File: src/rtl/mem_stage_controller.sv
// MEM stage: issues aligned loads/stores on a req/ack port and loads MEM/WB every cycle; an aligned access costs at least one bubble.
// Combinational stall holds upstream while a request is outstanding; misaligned or timed-out accesses retire as bubbles.
module mem_stage_controller #(
   parameter int unsigned ACK_TIMEOUT = 255
) (
   input  logic        clk,
   input  logic        rst,
   input  logic        inMemToReg,
   input  logic        inRegWrite,
   input  logic        inMemRead,
   input  logic        inMemWrite,
   input  logic [31:0] inALUResult,
   input  logic [31:0] inWriteData,
   input  logic [4:0]  inWriteReg,
   output logic        stall,
   output logic        memReq,
   output logic        memWe,
   output logic [31:0] memAddr,
   output logic [31:0] memWdata,
   input  logic [31:0] memRdata,
   input  logic        memAck,
   output logic        outMemToReg,
   output logic        outRegWrite,
   output logic [31:0] outReadData,
   output logic [31:0] outALUResult,
   output logic [4:0]  outWriteReg,
   output logic        misalignErr,
   output logic        timeoutErr
);

   typedef enum logic {IDLE = 1'b0, ACCESS = 1'b1} state_t;

   localparam logic [7:0] CNT_LAST = 8'(ACK_TIMEOUT - 1);

   state_t     state;
   logic [7:0] cnt;
   logic       access;
   logic       aligned;
   logic       cnt_last;

   assign access   = inMemRead | inMemWrite;
   assign aligned  = (inALUResult[1:0] == 2'b00);
   assign cnt_last = (cnt == CNT_LAST);
   assign memReq   = (state == ACCESS);

   // memAck takes priority over the timeout in the final ACCESS cycle
   always_comb begin
      stall = 1'b0;
      if (state == IDLE) stall = access & aligned;
      else               stall = ~memAck & ~cnt_last;
   end

   always_ff @(posedge clk) begin
      if (rst) begin
         state        <= IDLE;
         cnt          <= 8'd0;
         memWe        <= 1'b0;
         memAddr      <= 32'd0;
         memWdata     <= 32'd0;
         outMemToReg  <= 1'b0;
         outRegWrite  <= 1'b0;
         outReadData  <= 32'd0;
         outALUResult <= 32'd0;
         outWriteReg  <= 5'd0;
         misalignErr  <= 1'b0;
         timeoutErr   <= 1'b0;
      end else begin
         // every cycle retires a bubble unless a branch below loads real fields
         misalignErr  <= 1'b0;
         timeoutErr   <= 1'b0;
         outMemToReg  <= 1'b0;
         outRegWrite  <= 1'b0;
         outReadData  <= 32'd0;
         outALUResult <= 32'd0;
         outWriteReg  <= 5'd0;
         case (state)
            IDLE: begin
               if (!access) begin
                  outMemToReg  <= inMemToReg;
                  outRegWrite  <= inRegWrite;
                  outALUResult <= inALUResult;
                  outWriteReg  <= inWriteReg;
               end else if (!aligned) begin
                  misalignErr <= 1'b1;
               end else begin
                  state    <= ACCESS;
                  cnt      <= 8'd0;
                  memAddr  <= inALUResult;
                  memWdata <= inWriteData;
                  memWe    <= inMemWrite;
               end
            end
            ACCESS: begin
               if (memAck) begin
                  state        <= IDLE;
                  outMemToReg  <= inMemToReg;
                  outRegWrite  <= inRegWrite;
                  outALUResult <= inALUResult;
                  outWriteReg  <= inWriteReg;
                  outReadData  <= (inMemRead & ~inMemWrite) ? memRdata : 32'd0;
               end else if (cnt_last) begin
                  state      <= IDLE;
                  timeoutErr <= 1'b1;
               end else begin
                  cnt <= cnt + 8'd1;
               end
            end
            default: state <= IDLE;
         endcase
      end
   end

endmodule

File: config.mk
export PLATFORM = sky130hd
export DESIGN_NAME = mem_stage_controller
export DESIGN_NICKNAME = d
export VERILOG_FILES = /design/src/rtl/mem_stage_controller.sv
export SDC_FILE = /design/constraint.sdc
export NUM_CORES = 1
export LEC_CHECK = 0
export CAP_MARGIN = 20
export CORE_ASPECT_RATIO = 1.2
export CORE_MARGIN = 2
export CORE_UTILIZATION = 40
export CTS_BUF_LIST = sky130_fd_sc_hd__clkbuf_8
export DETAILED_ROUTE_END_ITERATION = 10
export PLACE_DENSITY = 0.81
export SYNTH_ARGS = -nofsm -noshare
export SYNTH_HDL_FRONTEND = slang
export SYNTH_SLANG_ARGS = --single-unit
File: constraint.sdc
create_clock -name clk -period 2.05 [get_ports clk]
set_input_delay 0.41 -clock clk [delete_from_list [all_inputs] [get_ports clk]]
set_output_delay 0.41 -clock clk [all_outputs]
set_load 0.01 [all_outputs]
# ---- After elaboration in Yosys (flattened, before gate mapping)
# Index checks and enable logic that the tools add are counted.
dict set report word_totals {
  reg_bits 147
  input_bits 108
  out_inout_bits 140
  wordCells 59
}
dict set report classes {
  add_sub_neg 1
  n_eq_ne 5
  n_mux 25
  bitwise 10
  reduce_logical 6
}
# operator count
set ops {}
lappend ops {{$mux W32} 2}
lappend ops {{$pmux W32 S2} 1}
lappend ops {{$mux W8} 4}
lappend ops {{$pmux W8 S2} 1}
lappend ops {{$mux W1} 11}
lappend ops {{$mux W5} 2}
lappend ops {{$pmux W5 S2} 1}
lappend ops {{$add A8 B1 Y8 const B} 1}
lappend ops {{$eq A8 B8 Y1 const B} 1}
lappend ops {{$ne A2 B2 Y1 const B} 4}
lappend ops {{$not A1 Y1} 6}
lappend ops {{$pmux W1 S2} 3}
lappend ops {{$reduce_or A3 Y1} 2}
lappend ops {{$reduce_and A4 Y1} 1}
lappend ops {{$reduce_or A4 Y1} 1}
lappend ops {{$and A1 B1 Y1} 3}
lappend ops {{$reduce_and A3 Y1} 1}
lappend ops {{$logic_not A2 Y1} 1}
lappend ops {{$or A1 B1 Y1} 1}

# ---- Depth between registers and ports, before layout
dict set report depth {
  ltp_word 4
  mapped_depth 7
  depth_no_buf 6
}

# ---- Least setup slack after synthesis
# OpenSTA, ideal clock, no wires.
dict set report synth_path {
  path_kind {input to output}
  start {input port inALUResult[0]}
  end {output port stall}
  arrival_time_ns 1.324
  required_ns 1.640
  path_slack_ns 0.316
  cell_stages 4
  path_buffers 2
  path_cell_list {or4_1 buf_2 buf_6 nand2_1}
}
dict set report synth_between {
  elab_chain_len 3
}
# item line_no
set synth_rtl {}
lappend synth_rtl {{start, declared} 12} ;# input logic [31:0] inALUResult,
lappend synth_rtl {{$logic_not A2 Y1} 42} ;# assign aligned = (inALUResult[1:0] == 2'b00);
lappend synth_rtl {{$and A1 B1 Y1} 49} ;# if (state == IDLE) stall = access & aligned;
lappend synth_rtl {{$mux W1} 49}
lappend synth_rtl {{end, declared} 15} ;# output logic stall,
# Every way passes these cells.

# ---- Worst setup path after layout
dict set report layout_path {
  start {register state, in the netlist memReq}
  end {output port memReq}
}
# item line_no
set layout_lines {}
lappend layout_lines {{start, declared} 35} ;# state_t state;
lappend layout_lines {{start signal, assigned} 55} ;# state <= IDLE;
lappend layout_lines {{start signal, assigned} 86} ;# state <= ACCESS;
lappend layout_lines {{start signal, assigned} 95} ;# state <= IDLE;
lappend layout_lines {{end, declared} 16} ;# output logic memReq,
# No word-level cell between the ends.

==> impl_metrics.toml <==
[outcome]
status = "completed"

[sta]
timing.final.crit_period_ns = 1.986
setup_violations = 0
fin_ws_ns = 0.06352
fin_skew_ns = 0.006266
worst-slew-pin-transition_ns = 0.7023
hold_violations = 0
rsz0062_at_grt = "no"
maxSlewViolCount = 0
timing.fmax_mhz = 503.4
holdWs_ns = 0.3797
maxSlewHeadroom_pct = 53.18
fin_crit_sh_pct = 96.90

[cells_and_area]
nets = 870
syn2layout_area_growth_pct = 66.97
drive_gt1_share_pct = 9.056
fillers = 914
design_area_sq_um = 7880
antenna_cells = 0

[clocking]
cts_max_path_buffers = 2
cts_tree = "built"
clk_latency_ns = 0.42
holdBufCountCts = 0
cts-root-buf = "clkbuf_8"
htree_levels = 4
clock-sinks = 147
clk_transition_reported_paths_ns = 0.08
cts_buffers = 17

[yosys]
ys_async_sr_fraction_pct = 0
syn_nets = 611
synthFlopType = "dfxtp_1"
seq_area_frac_synth_pct = 62.35
synth_edf_count = 0
synth-warning-count = 0
synth_cells = 501
syn_area_sq_um = 4720
avgSynthCellArea_sq_um = 9.420
ys_types = 35
synth-seq-cells = 147

[pwr]
p_leak_nw = 2.931
ir_drop_v = 0.0004727
power-per-cell-area_nw_per_um2 = 720.8

[worst_hold_path]
min-delay-start = "inALUResult[1]"
min_to = "outALUResult[1]$_SDFF_PP0_"
whs_path_depth = 3
min-delay-path-class = "input port to register"

[floorplanning]
rows = 43
dieWidth_um = 103.2
coreArea_sq_um = 11510
floorplan.initialDensity_pct = 40.99
dieArea_sq_um = 12690
io_pins = 248
fp.dieH_um = 123.0

[critical_path]
r2r_start = "memReq$_SDFF_PP0_"
setup.worst_path.class = "register to output pin"
slowest_delay_ns = 0.57
worstPathCellList = "buf_4 > clkdlybuf4s50_1"
r2r_slack_ns = 0.34
cp-start-kind = "register"
cp.required_ns = 1.64
crit_path_top_delay_cell = "clkdlybuf4s50_1"
rr_worst_depth = 4
crit_arrival_ns = 1.58
crit_fanout = 13
cp-end-kind = "output pin"
r2r_end = "cnt[6]$_SDFFE_PP0P_"

[drt]
firstDrtPassIters = 4
ant_nets = 0
vias_per_cell = 4.647
drt_iter0_drc = 118
wl_per_cell_um = 14.44
num_vias = 4322
wirelength_mm = 13.43
drc = 0

[global_route]
grt_pass1_vias = 4418
track_usage_pct = 20.60
overflow = 0
antenna_found_initial = 0
grt_pass1_wl_mm = 20.17
grt_max_degree = 69

[run]
maxCapViolations = 0

[placed_design]
io_buffers = 247
hpwlAfterDp_mm = 10.06
place_congestion = 0.8443
post-place-ws_ns = -0.6979
dpl-instance-area_sq_um = 7481
==> power by group <==
part | leakage (nW) | switching [mW] | internal (mW)
Combinational | 1.56 | 0.270 | 0.411
Sequential | 1.19 | 0.0392 | 2.94
Clock | 0.178 | 1.15 | 0.870
Total | 2.93 | 1.46 | 4.22
==> repair_timing <==
item                                    CTS  global route
pin swaps                                 0             3
resized for setup                        10             8
setup buffers                             0             1
endpoints found under the setup margin    2             1
==> cells in the final DEF (no fill, tap or decap), types with 2 or more instances in the layout <==
master and instances:
nor2b_1 2, nand3b_1 3, dlygate4sd2_1 2, inv_1 2, and2_1 71, nor2_2 2
inv_6 6, inv_8 2, a21oi_1 66, clkdlybuf4s50_1 241, nor3b_1 2, clkbuf_8 17
clkinvlp_4 3, nor4_1 3, nor2_1 3, clkinv_2 3, nand3_1 5, buf_4 20
dfxtp_1 146, o21ai_0 4, buf_12 5, nand2_1 135, nand2b_1 2, o22a_1 2
dlymetal6s2s_1 2, nor3_2 2
==> kinds of logic after synthesis <==
group	after synthesis	synth area share [%]
and+or+nand+nor	238	24.26
DFF	147	62.35
adders and majority gates	2	0.5301
AOI/OAI and AO/OA	81	9.412
buffers and inverters	33	3.447
==> worst max-delay path by stage <==
stage	startpoint	end	depth (start not counted)
2_1_floorplan	inALUResult[0]	stall	4
3_3_place_gp	inALUResult[0]	stall	4
3_5_place_dp	inALUResult[0]	stall	4
4_1_cts	inMemWrite	stall	5
5_1_grt	memReq$_SDFF_PP0_	memReq	2
6_report	memReq$_SDFF_PP0_	memReq	2
==> routing by layer <==
metal | vias to the layer above | part of all wire [%] | track usage, %
met5 | - | 0 | 0
met4 | 0 | 2.1 | 8.964
met3 | 20 | 9.1 | 7.858
met2 | 204 | 51 | 36.12
met1 | 1975 | 37 | 21.77
li1 | 2123 | - | -
==> state kept, by name, summed over array words and instances (netlist names) <==
| signal | count |
|---|---|
| outWriteReg | 5 |
| memWdata | 32 |
| outALUResult | 32 |
| memAddr | 32 |
| timeoutErr | 1 |
| outMemToReg | 1 |
| memReq | 1 |
| misalignErr | 1 |
| cnt | 8 |
| outReadData | 32 |
| memWe | 1 |
| outRegWrite | 1 |
==> per-stage QoR <==
stage	TNS [ns]	power, mW	utilization [%]	std cells
after floorplan	0	3.262	-	501
after global placement	-18.97	3.708	64.98	897
after detailed placement	-21.36	3.728	64.98	897
after CTS	0	5.748	68.10	929
after global routing	0	5.898	68.44	930
final	0	5.680	68.44	930
==> Yosys cell counts (2+ instances only) <==
cell	number	area (sq um)
dfxtp_1	147	2943
nand2_1	136	510.5
and2_1	71	444.2
a21oi_1	66	330.3
clkbuf_1	21	78.83
nand3_1	6	30.03
nor2_1	5	18.77
buf_2	4	20.02
o21ai_0	4	20.02
buf_4	3	22.52
buf_6	3	33.78
nand3b_1	3	22.52
nor4_1	3	18.77
ha_1	2	25.02
inv_1	2	7.510
nand2b_1	2	12.51
nor2b_1	2	12.51
nor3_1	2	10.01
nor3b_1	2	15.01
o22a_1	2	17.52
==> area by class of cell <==
cell class,count,area [sq um],area share (%)
inverter,2,7.507,0.09527
sequential,147,2944,37.36
timing repair buffer,271,2710,34.39
clock buffer,17,234.0,2.969
multi-input combinational,321,1667,21.15
clock inverter,15,121.4,1.540
tap,157,196.4,2.493
==> critical path, delay by kind of cell, from the launching register on <==
family                 cells  cell delay (ns)
DFF                        1             0.36
buffers and inverters      2             0.79
Note: power is estimated with default switching activity, not from simulation.
